## src/rtl/karlsen_ladder_mc_pkg.sv

```systemverilog
// Shared types and helpers for the time-multiplexed Karlsen ladder filter.
package karlsen_pkg;

  // Per-channel output tap selection
  typedef enum logic [1:0] {
    MODE_LP  = 2'd0,
    MODE_LP2 = 2'd1,
    MODE_HP  = 2'd2,
    MODE_BYP = 2'd3
  } mode_t;

  // Sweep sequencer states; FB..POLE repeat once per channel
  typedef enum logic [2:0] {
    IDLE  = 3'd0,
    FB    = 3'd1,
    CLIPA = 3'd2,
    CLIPB = 3'd3,
    POLE  = 3'd4,
    DONE  = 3'd5
  } fsm_t;

  // Default magnitude of the resonant feedback clip
  localparam int CLIP_LVL_DEF = 32000;

  // Clamp a wide signed value into the range of a w-bit signed word
  function automatic logic signed [63:0] sat_w(input logic signed [63:0] v, input int w);
    logic signed [63:0] hi;
    logic signed [63:0] lo;
    hi = (64'sd1 <<< (w - 1)) - 64'sd1;
    lo = -(64'sd1 <<< (w - 1));
    if (v > hi) begin
      return hi;
    end else if (v < lo) begin
      return lo;
    end
    return v;
  endfunction

endpackage

```

## src/rtl/karlsen_ladder_mc_mix.sv

```systemverilog
// Shared interpolating multiplier: y = a + (((b - a) * s) >>> W).
module karlsen_mix #(
  parameter int W = 16
) (
  input  logic signed [2*W-1:0] a_i,
  input  logic signed [2*W-1:0] b_i,
  input  logic signed [2*W-1:0] s_i,
  output logic signed [2*W-1:0] y_o
);

  logic signed [2*W:0]   diff;
  logic signed [4*W+1:0] prod;

  // Full-width difference and product so the arithmetic shift never sees a wrapped value
  always_comb begin
    diff = $signed({b_i[2*W-1], b_i}) - $signed({a_i[2*W-1], a_i});
    prod = (4*W+2)'(diff) * (4*W+2)'(s_i);
    y_o  = a_i + (2*W)'(prod >>> W);
  end

endmodule

```

## src/rtl/karlsen_ladder_mc.sv

```systemverilog
// N-channel Karlsen ladder low-pass filter sharing one mix multiplier across all channels and poles.
module karlsen_ladder_mc
  import karlsen_pkg::*;
#(
  parameter int W        = 16,
  parameter int N_CH     = 4,
  parameter int POLES    = 4,
  parameter int CLIP_LVL = CLIP_LVL_DEF
) (
  input  logic                clk,
  input  logic                rst_n,
  input  logic                sample_clk,
  input  logic [N_CH*W-1:0]   sample_in,
  input  logic [N_CH*W-1:0]   g,
  input  logic [N_CH*W-1:0]   resonance,
  input  logic [N_CH*2-1:0]   mode,
  output logic [N_CH*W-1:0]   sample_out,
  output logic                out_valid,
  output logic                busy,
  output logic                overrun
);

  localparam int DW      = 2 * W;
  localparam int CH_W    = (N_CH > 1) ? $clog2(N_CH) : 1;
  localparam int PL_W    = (POLES > 1) ? $clog2(POLES) : 1;
  localparam int LP2_IDX = (POLES > 2) ? 1 : 0;
  localparam logic signed [DW-1:0] CLIP_P    = DW'(CLIP_LVL);
  localparam logic signed [DW-1:0] CLIP_N    = -CLIP_P;
  localparam logic [CH_W-1:0]      LAST_CH   = CH_W'(N_CH - 1);
  localparam logic [PL_W-1:0]      LAST_POLE = PL_W'(POLES - 1);

  fsm_t state_q, state_d;

  logic armed_q, prev_q, toggle;
  logic [CH_W-1:0] ch_q;
  logic [PL_W-1:0] pole_q, pole_nx;
  logic last_pole, last_ch, mid_sweep;

  logic do_start, do_restart, do_fb_ops, do_clipa, do_clipb, do_pole, do_commit, do_done;

  logic signed [W-1:0] x_sh_q   [N_CH];
  logic [W-1:0]        g_sh_q   [N_CH];
  logic [W-1:0]        res_sh_q [N_CH];
  mode_t               mode_sh_q[N_CH];

  logic signed [DW-1:0] op_a_q, op_b_q, op_s_q, mix_y;
  logic signed [DW-1:0] fb_q, fb_clamped;
  logic signed [DW-1:0] stage_q   [POLES];
  logic signed [DW-1:0] pole_st_q [N_CH][POLES];

  logic signed [DW-1:0] x_ex, g_ex, res_ex, a_last, a_first, a_next, tap_sel;
  logic signed [W-1:0]  tap_sat;

  logic signed [W-1:0] out_sh_q     [N_CH];
  logic signed [W-1:0] sample_out_q [N_CH];
  logic out_valid_q, busy_q, overrun_q;

  karlsen_mix #(.W(W)) u_mix (
    .a_i (op_a_q),
    .b_i (op_b_q),
    .s_i (op_s_q),
    .y_o (mix_y)
  );

  assign toggle    = armed_q && (sample_clk != prev_q);
  assign last_pole = (pole_q == LAST_POLE);
  assign last_ch   = (ch_q == LAST_CH);
  assign pole_nx   = pole_q + 1'b1;
  assign mid_sweep = (state_q == FB) || (state_q == CLIPA) || (state_q == CLIPB) || (state_q == POLE);

  // Track the strobe level; the first cycle after reset only arms, and DONE holds the level so a late toggle survives
  always_ff @(posedge clk or negedge rst_n) begin
    if (!rst_n) begin
      armed_q <= 1'b0;
      prev_q  <= 1'b0;
    end else begin
      armed_q <= 1'b1;
      if (!armed_q || state_q != DONE) begin
        prev_q <= sample_clk;
      end
    end
  end

  // Sequencer state register
  always_ff @(posedge clk or negedge rst_n) begin
    if (!rst_n) begin
      state_q <= IDLE;
    end else begin
      state_q <= state_d;
    end
  end

  // Sequencer next state; a toggle mid-sweep restarts at the first channel
  always_comb begin
    state_d = state_q;
    case (state_q)
      IDLE:    if (toggle) state_d = FB;
      FB:      state_d = CLIPA;
      CLIPA:   state_d = CLIPB;
      CLIPB:   state_d = POLE;
      POLE:    if (last_pole) state_d = last_ch ? DONE : FB;
      DONE:    state_d = IDLE;
      default: state_d = IDLE;
    endcase
    if (toggle && mid_sweep) begin
      state_d = FB;
    end
  end

  // Sequencer action strobes; a restart suppresses every datapath action of the aborted step
  always_comb begin
    do_start   = 1'b0;
    do_restart = 1'b0;
    do_fb_ops  = 1'b0;
    do_clipa   = 1'b0;
    do_clipb   = 1'b0;
    do_pole    = 1'b0;
    do_commit  = 1'b0;
    do_done    = 1'b0;
    case (state_q)
      IDLE:    do_start  = toggle;
      FB:      do_fb_ops = 1'b1;
      CLIPA:   do_clipa  = 1'b1;
      CLIPB:   do_clipb  = 1'b1;
      POLE: begin
        do_pole   = 1'b1;
        do_commit = last_pole;
      end
      DONE:    do_done   = 1'b1;
      default: do_done   = 1'b0;
    endcase
    if (toggle && mid_sweep) begin
      do_start   = 1'b1;
      do_restart = 1'b1;
      do_fb_ops  = 1'b0;
      do_clipa   = 1'b0;
      do_clipb   = 1'b0;
      do_pole    = 1'b0;
      do_commit  = 1'b0;
    end
  end

  // Operand selection, feedback clamp and output tap for the channel currently being swept
  always_comb begin
    x_ex    = DW'(x_sh_q[ch_q]);
    g_ex    = $signed({{W{1'b0}}, g_sh_q[ch_q]});
    res_ex  = $signed({{W{1'b0}}, res_sh_q[ch_q]} << 2);
    a_last  = pole_st_q[ch_q][POLES-1];
    a_first = pole_st_q[ch_q][0];
    a_next  = last_pole ? '0 : pole_st_q[ch_q][pole_nx];
    if (fb_q > CLIP_P) begin
      fb_clamped = CLIP_P;
    end else if (fb_q < CLIP_N) begin
      fb_clamped = CLIP_N;
    end else begin
      fb_clamped = fb_q;
    end
    case (mode_sh_q[ch_q])
      MODE_LP:  tap_sel = mix_y;
      MODE_LP2: tap_sel = (POLES > 2) ? stage_q[LP2_IDX] : mix_y;
      MODE_HP:  tap_sel = fb_q - mix_y;
      MODE_BYP: tap_sel = x_ex;
      default:  tap_sel = mix_y;
    endcase
    tap_sat = W'(sat_w(64'(tap_sel), W));
  end

  // Snapshot all channel inputs at the start of every sweep, clamping negative coefficients to zero
  always_ff @(posedge clk or negedge rst_n) begin
    if (!rst_n) begin
      for (int k = 0; k < N_CH; k++) begin
        x_sh_q[k]    <= '0;
        g_sh_q[k]    <= '0;
        res_sh_q[k]  <= '0;
        mode_sh_q[k] <= MODE_LP;
      end
    end else if (do_start) begin
      for (int k = 0; k < N_CH; k++) begin
        x_sh_q[k]    <= sample_in[k*W +: W];
        g_sh_q[k]    <= g[k*W+W-1] ? '0 : g[k*W +: W];
        res_sh_q[k]  <= resonance[k*W+W-1] ? '0 : resonance[k*W +: W];
        mode_sh_q[k] <= mode_t'(mode[k*2 +: 2]);
      end
    end
  end

  // Channel/pole counters plus the busy and sticky overrun flags
  always_ff @(posedge clk or negedge rst_n) begin
    if (!rst_n) begin
      ch_q      <= '0;
      pole_q    <= '0;
      busy_q    <= 1'b0;
      overrun_q <= 1'b0;
    end else if (do_start) begin
      ch_q   <= '0;
      pole_q <= '0;
      busy_q <= 1'b1;
      if (do_restart) begin
        overrun_q <= 1'b1;
      end
    end else begin
      if (do_pole) begin
        if (last_pole) begin
          pole_q <= '0;
          if (!last_ch) begin
            ch_q <= ch_q + 1'b1;
          end
        end else begin
          pole_q <= pole_nx;
        end
      end
      if (do_done) begin
        busy_q <= 1'b0;
      end
    end
  end

  // Mix operands, feedback register and per-pole staging for the channel in flight
  always_ff @(posedge clk or negedge rst_n) begin
    if (!rst_n) begin
      op_a_q <= '0;
      op_b_q <= '0;
      op_s_q <= '0;
      fb_q   <= '0;
      for (int p = 0; p < POLES; p++) begin
        stage_q[p] <= '0;
      end
    end else begin
      if (do_fb_ops) begin
        op_a_q <= x_ex;
        op_b_q <= a_last;
        op_s_q <= res_ex;
      end
      if (do_clipa) begin
        fb_q <= (x_ex <<< 1) - mix_y;
      end
      if (do_clipb) begin
        fb_q   <= fb_clamped;
        op_a_q <= a_first;
        op_b_q <= fb_clamped;
        op_s_q <= g_ex;
      end
      if (do_pole) begin
        stage_q[pole_q] <= mix_y;
        op_a_q          <= a_next;
        op_b_q          <= mix_y;
        op_s_q          <= g_ex;
      end
    end
  end

  // Commit the staged ladder into the channel's pole state only once the whole channel finished
  always_ff @(posedge clk or negedge rst_n) begin
    if (!rst_n) begin
      for (int k = 0; k < N_CH; k++) begin
        for (int p = 0; p < POLES; p++) begin
          pole_st_q[k][p] <= '0;
        end
      end
    end else if (do_commit) begin
      for (int p = 0; p < POLES - 1; p++) begin
        pole_st_q[ch_q][p] <= stage_q[p];
      end
      pole_st_q[ch_q][POLES-1] <= mix_y;
    end
  end

  // Per-channel result shadow, published to the outputs together when the sweep completes
  always_ff @(posedge clk or negedge rst_n) begin
    if (!rst_n) begin
      for (int k = 0; k < N_CH; k++) begin
        out_sh_q[k]     <= '0;
        sample_out_q[k] <= '0;
      end
      out_valid_q <= 1'b0;
    end else begin
      out_valid_q <= do_done;
      if (do_commit) begin
        out_sh_q[ch_q] <= tap_sat;
      end
      if (do_done) begin
        for (int k = 0; k < N_CH; k++) begin
          sample_out_q[k] <= out_sh_q[k];
        end
      end
    end
  end

  for (genvar k = 0; k < N_CH; k++) begin : g_out
    assign sample_out[k*W +: W] = sample_out_q[k];
  end

  assign out_valid = out_valid_q;
  assign busy      = busy_q;
  assign overrun   = overrun_q;

endmodule

```

## config.mk

```make
export PLATFORM = sky130hd
export DESIGN_NAME = karlsen_ladder_mc
export DESIGN_NICKNAME = d
export VERILOG_FILES = /design/src/rtl/karlsen_ladder_mc_pkg.sv /design/src/rtl/karlsen_ladder_mc_mix.sv /design/src/rtl/karlsen_ladder_mc.sv
export SDC_FILE = /design/constraint.sdc
export NUM_CORES = 2
export LEC_CHECK = 0
export BUFFER_PORTS_ARGS = -buffer_cell sky130_fd_sc_hd__buf_2
export CAP_MARGIN = 20
export CELL_PAD_IN_SITES_DETAIL_PLACEMENT = 1
export CELL_PAD_IN_SITES_GLOBAL_PLACEMENT = 2
export CORE_ASPECT_RATIO = 2
export CORE_MARGIN = 2
export CORE_UTILIZATION = 41
export DETAILED_ROUTE_END_ITERATION = 16
export PLACE_DENSITY = 0.87
export SYNTH_ARGS = -nofsm -noshare
export SYNTH_HDL_FRONTEND = slang
export SYNTH_SLANG_ARGS = --single-unit
export TNS_END_PERCENT = 50
```

## constraint.sdc

```tcl
create_clock -name clk -period 18.95 [get_ports clk]
set_input_delay 3.79 -clock clk [delete_from_list [all_inputs] [get_ports clk]]
set_output_delay 3.79 -clock clk [all_outputs]
set_load 0.01 [all_outputs]
```

# After elaboration in Yosys (flattened, before gate mapping)
# Index checks and enable logic that the tools add are counted.
[totals] regBits=1108 in_bits=203 output_inout_bits=67 elab_cells=201
[op_classes] addsub=6 mul=1 magnitude_cmp=9 n_eq_ne=15 muxes=92 bitwise=3 n_reduce_logical=19
[ops] cell="512-bit bitwise mux" count=4
[ops] cell="128-bit demux with 2-bit select" count=4
[ops] cell="32-bit 2-to-1 mux" count=18
[ops] cell="128-bit 2-to-1 mux" count=3
[ops] cell="128-bit binary-select mux with 2-bit select" count=1
[ops] cell="16-bit 2-to-1 mux" count=10
[ops] cell="128-bit bitwise mux" count=1
[ops] cell="32-bit one-hot mux with 4 select lines" count=1
[ops] cell="15-bit 2-to-1 mux" count=8
[ops] cell="16-bit binary-select mux with 2-bit select" count=3
[ops] cell="96-bit 2-to-1 mux" count=1
[ops] cell="32-bit binary-select mux with 2-bit select" count=1
[ops] cell="64-bit bitwise mux" count=1
[ops] cell="32-bit demux with 2-bit select" count=1
[ops] cell="32-bit by 16-bit greater-than comparator with 1-bit output (second input constant)" count=2
[ops] cell="32-bit by 16-bit less-than comparator with 1-bit output (second input constant)" count=2
[ops] cell="64-bit 2-to-1 mux" count=1
[ops] cell="33-bit by 32-bit multiplier with 48-bit output" count=1
[ops] cell="32-bit by 32-bit subtractor with 33-bit output" count=1
[ops] cell="32-bit adder" count=1
[ops] cell="16-bit demux with 2-bit select" count=1
[ops] cell="17-bit by 32-bit subtractor with 32-bit output" count=1
[ops] cell="32-bit subtractor" count=1
[ops] cell="1-bit 2-to-1 mux" count=18
[ops] cell="26 further kinds" count=59

# Logic depth before layout (Yosys ltp)
[depth] ltp_word=11 depth_mapped=67 depth_no_buf=66

# By module
# A second synthesis with hierarchy kept.
[hier_totals] hier_cells=8952 hier_area_um2=82525.4
[modules_own_cells] mod="karlsen_ladder_mc" instances=1 cells_each=5358 area_each_um2=50136.8 seq_area_each_um2=26350.3
[modules_own_cells] mod="karlsen_mix" instances=1 cells_each=3594 area_each_um2=32388.6 seq_area_each_um2=0.0

# Worst setup path after synthesis
# Ideal clock, no wire load.
[synth_path] path_kind="register to register" from="register op_a_q[0]" to="register out_sh_q[14] (netlist bit)" setup_ns=0.141 arrival_time_ns=13.841 required_ns=18.809 path_slack_ns=4.968 path_stages_with_launch=58 n_path_buf=1 synth_period_minus_slack_ns=13.982 cell_sequence="dfrtp_1 ha_1 fa_1 nor2b_1 o31a_1 o22a_1 a21oi_1 o22ai_1 nand3_1 nand2_1 a21oi_1 nor2b_1 o21ai_0 a221oi_1 and2_1 fa_1 inv_1 fa_1 (+22 left out) nor4b_1 a211oi_1 ha_1 inv_1 o21bai_1 maj3_1 or2_2 or4_1 and3_1 o41a_1 o22ai_1 a21oi_1 or3_1 nor4_1 nand4_1 nand2_4 buf_6 a31oi_1"
[synth_between] elab_chain_len=10 word_cells_on_any_way=12 cone_classes="add/sub: 3; mul: 1; order compare: 2; mux: 6"
[synth_lines] element="start: declaration" line="karlsen_ladder_mc.sv:46" rtl="logic signed [DW-1:0] op_a_q, op_b_q, op_s_q, mix_y;"
[synth_lines] element="start signal: assignment" line="karlsen_ladder_mc.sv:239" rtl="op_a_q <= a_first;"
[synth_lines] element="start signal: assignment" line="karlsen_ladder_mc.sv:245" rtl="op_a_q <= a_next;"
[synth_lines] element="32-bit by 32-bit subtractor with 33-bit output" line="karlsen_ladder_mc_mix.sv:16" rtl="diff = $signed({b_i[2*W-1], b_i}) - $signed({a_i[2*W-1], a_i});"
[synth_lines] element="33-bit by 32-bit multiplier with 48-bit output" line="karlsen_ladder_mc_mix.sv:17" rtl="prod = (4*W+2)'(diff) * (4*W+2)'(s_i);"
[synth_lines] element="32-bit adder (*)" line="karlsen_ladder_mc_mix.sv:18" rtl="y_o = a_i + (2*W)'(prod >>> W);"
[synth_lines] element="32-bit subtractor" line="karlsen_ladder_mc.sv:161" rtl="MODE_HP: tap_sel = fb_q - mix_y;"
[synth_lines] element="32-bit one-hot mux with 4 select lines (*)" line="karlsen_ladder_mc.sv:158" rtl="case (mode_sh_q[ch_q])"
[synth_lines] element="32-bit by 16-bit less-than comparator with 1-bit output" line="karlsen_ladder_mc_pkg.sv:33" rtl="end else if (v < lo) begin"
[synth_lines] element="1-bit 2-to-1 mux" line="karlsen_ladder_mc_pkg.sv:33"
[synth_lines] element="1-bit 2-to-1 mux" line="karlsen_ladder_mc_pkg.sv:31" rtl="if (v > hi) begin"
[synth_lines] element="16-bit 2-to-1 mux (*)" line="karlsen_ladder_mc_pkg.sv:36" rtl="return v;"
[synth_lines] element="64-bit bitwise mux (*)" line="karlsen_ladder_mc.sv:279" rtl="out_sh_q[ch_q] <= tap_sat;"
[synth_lines] element="end signal: indexed assignment" line="karlsen_ladder_mc.sv:279"
[synth_lines] element="end: declaration" line="karlsen_ladder_mc.sv:54" rtl="logic signed [W-1:0] out_sh_q [N_CH];"
# Mark *: on every way between the ends. The rest lies on a longest branch, timed or not.
# A chain may end at the register's enable or synchronous reset.

# Worst setup path after layout
[layout_path] from="register op_a_q[0]" to="register out_sh_q[5] (netlist bit)"
# The elaborated chain is that of the path after synthesis.

==> impl_metrics.env <==
export IMPL_syn2layout_area_growth_pct=10.4
export IMPL_grt_pass1_wl_um=401000
export IMPL_end_kind="flip-flop"
export IMPL_max_freq_mhz=58.5
export IMPL_holdWs_ns=0.456
export IMPL_layout_cells_non_filler=10206
export IMPL_dpl_hpwl_um=192000
export IMPL_drtIter0Drc=3379
export IMPL_synth_top_family_by_area="adder cells"
export IMPL_synth_edff_count=0
export IMPL_async_reset_ff_share_pct=100
export IMPL_drc=0
export IMPL_synthAdderAreaFrac_pct=19.8
export IMPL_die_h_um=596
export IMPL_cp_max_fo=60
export IMPL_path_class="reg2reg"
export IMPL_yosys_area_share_xor_xnor_pct=1.87
export IMPL_fp_row_count=217
export IMPL_synth_commonest_cells="nand2_1, dfrtp_1, inv_1, fa_1, o21ai_0"
export IMPL_ys_seq_elements=1053
export IMPL_io_buffers=269
export IMPL_period_minus_slack_ns=17.09
export IMPL_finClkSkew_ns=0.0472
export IMPL_initial_core_util_pct=41.2
export IMPL_setup_viol=0
export IMPL_start_kind="flip-flop"
export IMPL_period_share_pct=90.2
export IMPL_grt_pass1_vias=64624
export IMPL_syn_inst=7744
export IMPL_htreeDepth=3
export IMPL_cts_resized=0
export IMPL_clk_pin_slew_worst_paths_ns=0.07
export IMPL_syn_area_um2=71800
export IMPL_cts_root_buffer="clkbuf_16"
export IMPL_ys_top_cells_by_area="dfrtp_1, fa_1, nand2_1"
export IMPL_synth_compound_area_share_pct=9.62
export IMPL_dieArea_um2=179000
export IMPL_cts_hold_buf=0
export IMPL_drive_above_1_share_pct=11.4
export IMPL_synth_most_common_cell="nand2_1"
export IMPL_cp_arrival_ns=17.63
export IMPL_rrSetupSlack_ns=1.86
export IMPL_status="finished clean"
export IMPL_clock_latency_ns=0.76
export IMPL_core_area_um2=174000
export IMPL_crit_family="adder cells"
export IMPL_cts_tree="yes"
export IMPL_dp_cells=10006
export IMPL_cts_setup_buffers=0
export IMPL_cp_num_buf_inv=4
export IMPL_synth_fp_nets=8768
export IMPL_grt_use_total_pct=29.8
export IMPL_tns_ns=0
export IMPL_yosysSeqAreaShare_pct=36.7
export IMPL_synth_mux_area_share_pct=6.78
export IMPL_nNetsFinal=8837
export IMPL_cap_violations=0
export IMPL_ff2ff_path_depth=57
export IMPL_yosys_area_top_type_share_pct=36.7
export IMPL_cts_buffers_inserted=101
export IMPL_final_hold_viol_count=0
export IMPL_ant_nets=0
export IMPL_synthFlopType="dfrtp_1"
export IMPL_synth_top_area_cell="dfrtp_1"
export IMPL_holdPathEnd="sample_out[21]"
export IMPL_synth_simple_gate_area_share_pct=19.8
export IMPL_min_path_type="reg2reg"
export IMPL_drt_first_pass_iters=7
export IMPL_place_congestion=0.938
export IMPL_vias_per_cell=5.63
export IMPL_yosysWarnings=0
export IMPL_slew_viol_final=0
export IMPL_antenna_found_initial=11
export IMPL_hp_start="out_sh_q[37]"
export IMPL_avgRoutedWirePerCell_um=25.7
export IMPL_cpPeakStageDelay_ns=0.67
export IMPL_crit_top_cell="fa_1"
export IMPL_die_w_um=300
export IMPL_clock_path_buffers=3
export IMPL_utilization_pct=45.4
export IMPL_grt_start_max_net_pins=188
export IMPL_worstHoldPathCells=2
export IMPL_syn_area_per_cell_um2=9.27
export IMPL_globalRoute_totalOverflow=0
export IMPL_worst_path_max_delay_cell="a211oi_2"
export IMPL_cp_data_required_time_ns=19.49
export IMPL_rsz0062_at_grt="no"
export IMPL_clock_sinks=1053
export IMPL_synth_lib_cells_used_distinct=84
export IMPL_io_pins=270
export IMPL_r2r_end="out_sh_q[5]"
export IMPL_vias=57482
export IMPL_slew_headroom_pct=15.0
export IMPL_drt_total_wl_um=262000
export IMPL_tightest_slew_ns=1.26
export IMPL_reg2reg_from="op_a_q[0]"
[stage by stage]
step	instance area (um^2)	setup WS [ns]
after floorplan	71800	4.97
after global placement	75700	1.87
after detailed placement	75700	1.66
after CTS	79100	1.58
after global routing	79200	0.955
final	79200	1.86
[how the worst max path moves through the flow]
stage	start	to	slack [ns]	cells after the start
2_1_floorplan	op_a_q[0]	out_sh_q[14]	4.97	57
3_3_place_gp	op_a_q[0]	out_sh_q[54]	1.87	57
3_5_place_dp	op_a_q[0]	out_sh_q[38]	1.66	57
4_1_cts	op_a_q[0]	out_sh_q[5]	1.58	57
5_1_grt	op_a_q[0]	out_sh_q[53]	0.95	59
6_report	op_a_q[0]	out_sh_q[5]	1.86	57
[state kept, by name (all words and copies together), names as in the netlist, 3 cells and up]
register,cells
fb_q,32
g_sh_q,60
mode_sh_q,8
op_a_q,32
op_b_q,32
op_s_q,17
out_sh_q,64
pole_st_q,512
res_sh_q,60
sample_out,64
stage_q,96
state_q,3
x_sh_q,64
[worst min-delay path: cells and delay by family (launching register included)]
family        cells  cell delay, ns
flops             1            0.35
simple gates      2            0.11
[area by class of cell]
type / instances / area, um^2
Clock buffer: 146 / 2990
Clock inverter: 44 / 443
Sequential cell: 1053 / 26400
Antenna cell: 7 / 17.5
Multi-Input combinational cell: 5675 / 41800
Inverter: 554 / 2080
Tap cell: 2299 / 2880
Fill cell: 20053 / 95100
Timing Repair Buffer: 428 / 2650
[cells by family (layout without fill, tap and decap cells)]
| family | Yosys count | count (layout) |
|---|---|---|
| AOI/OAI and AO/OA | 1164 | 1164 |
| xor gates and xnor gates | 152 | 152 |
| adders and majority gates | 828 | 828 |
| buffers and inverters | 1016 | 1172 |
| DFF | 1053 | 1053 |
| muxes | 225 | 225 |
| other | 1 | 8 |
| and+or+nand+nor | 3305 | 3305 |
[routing by layer]
layer / up-vias / share of wire (%) / global-route usage (%) / routed length [um]
met4: 8 / 7.4 / 18.6 / 19300
met2: 1477 / 54 / 55.3 / 140000
li1: 25269 / - / - / -
met3: 715 / 3.8 / 3.27 / 9930
met1: 30013 / 35 / 31.8 / 92400
met5: - / 0.022 / 0 / 57
[layout by cell type (no fill, tap or decap), types with 34 or more instances in the layout]
| cell | n |
|---|---|
| nand2_1 | 2324 |
| dfrtp_1 | 1046 |
| inv_1 | 550 |
| fa_1 | 516 |
| o21ai_0 | 487 |
| and2_1 | 326 |
| ha_1 | 304 |
| buf_2 | 269 |
| nor2_1 | 241 |
| a21oi_1 | 238 |
| mux4_2 | 208 |
| nand2b_1 | 160 |
| buf_4 | 151 |
| clkbuf_16 | 102 |
| a31oi_1 | 100 |
| xnor2_1 | 93 |
| nor2b_1 | 61 |
| a21o_1 | 57 |
| a211oi_1 | 45 |
| xor2_1 | 44 |
| nor3_1 | 38 |
| o21a_1 | 36 |
| nand3_1 | 34 |
Power is left out: the tool's default activity adds up to more than one toggle a clock period on the data nets, which glitch-free logic cannot reach.
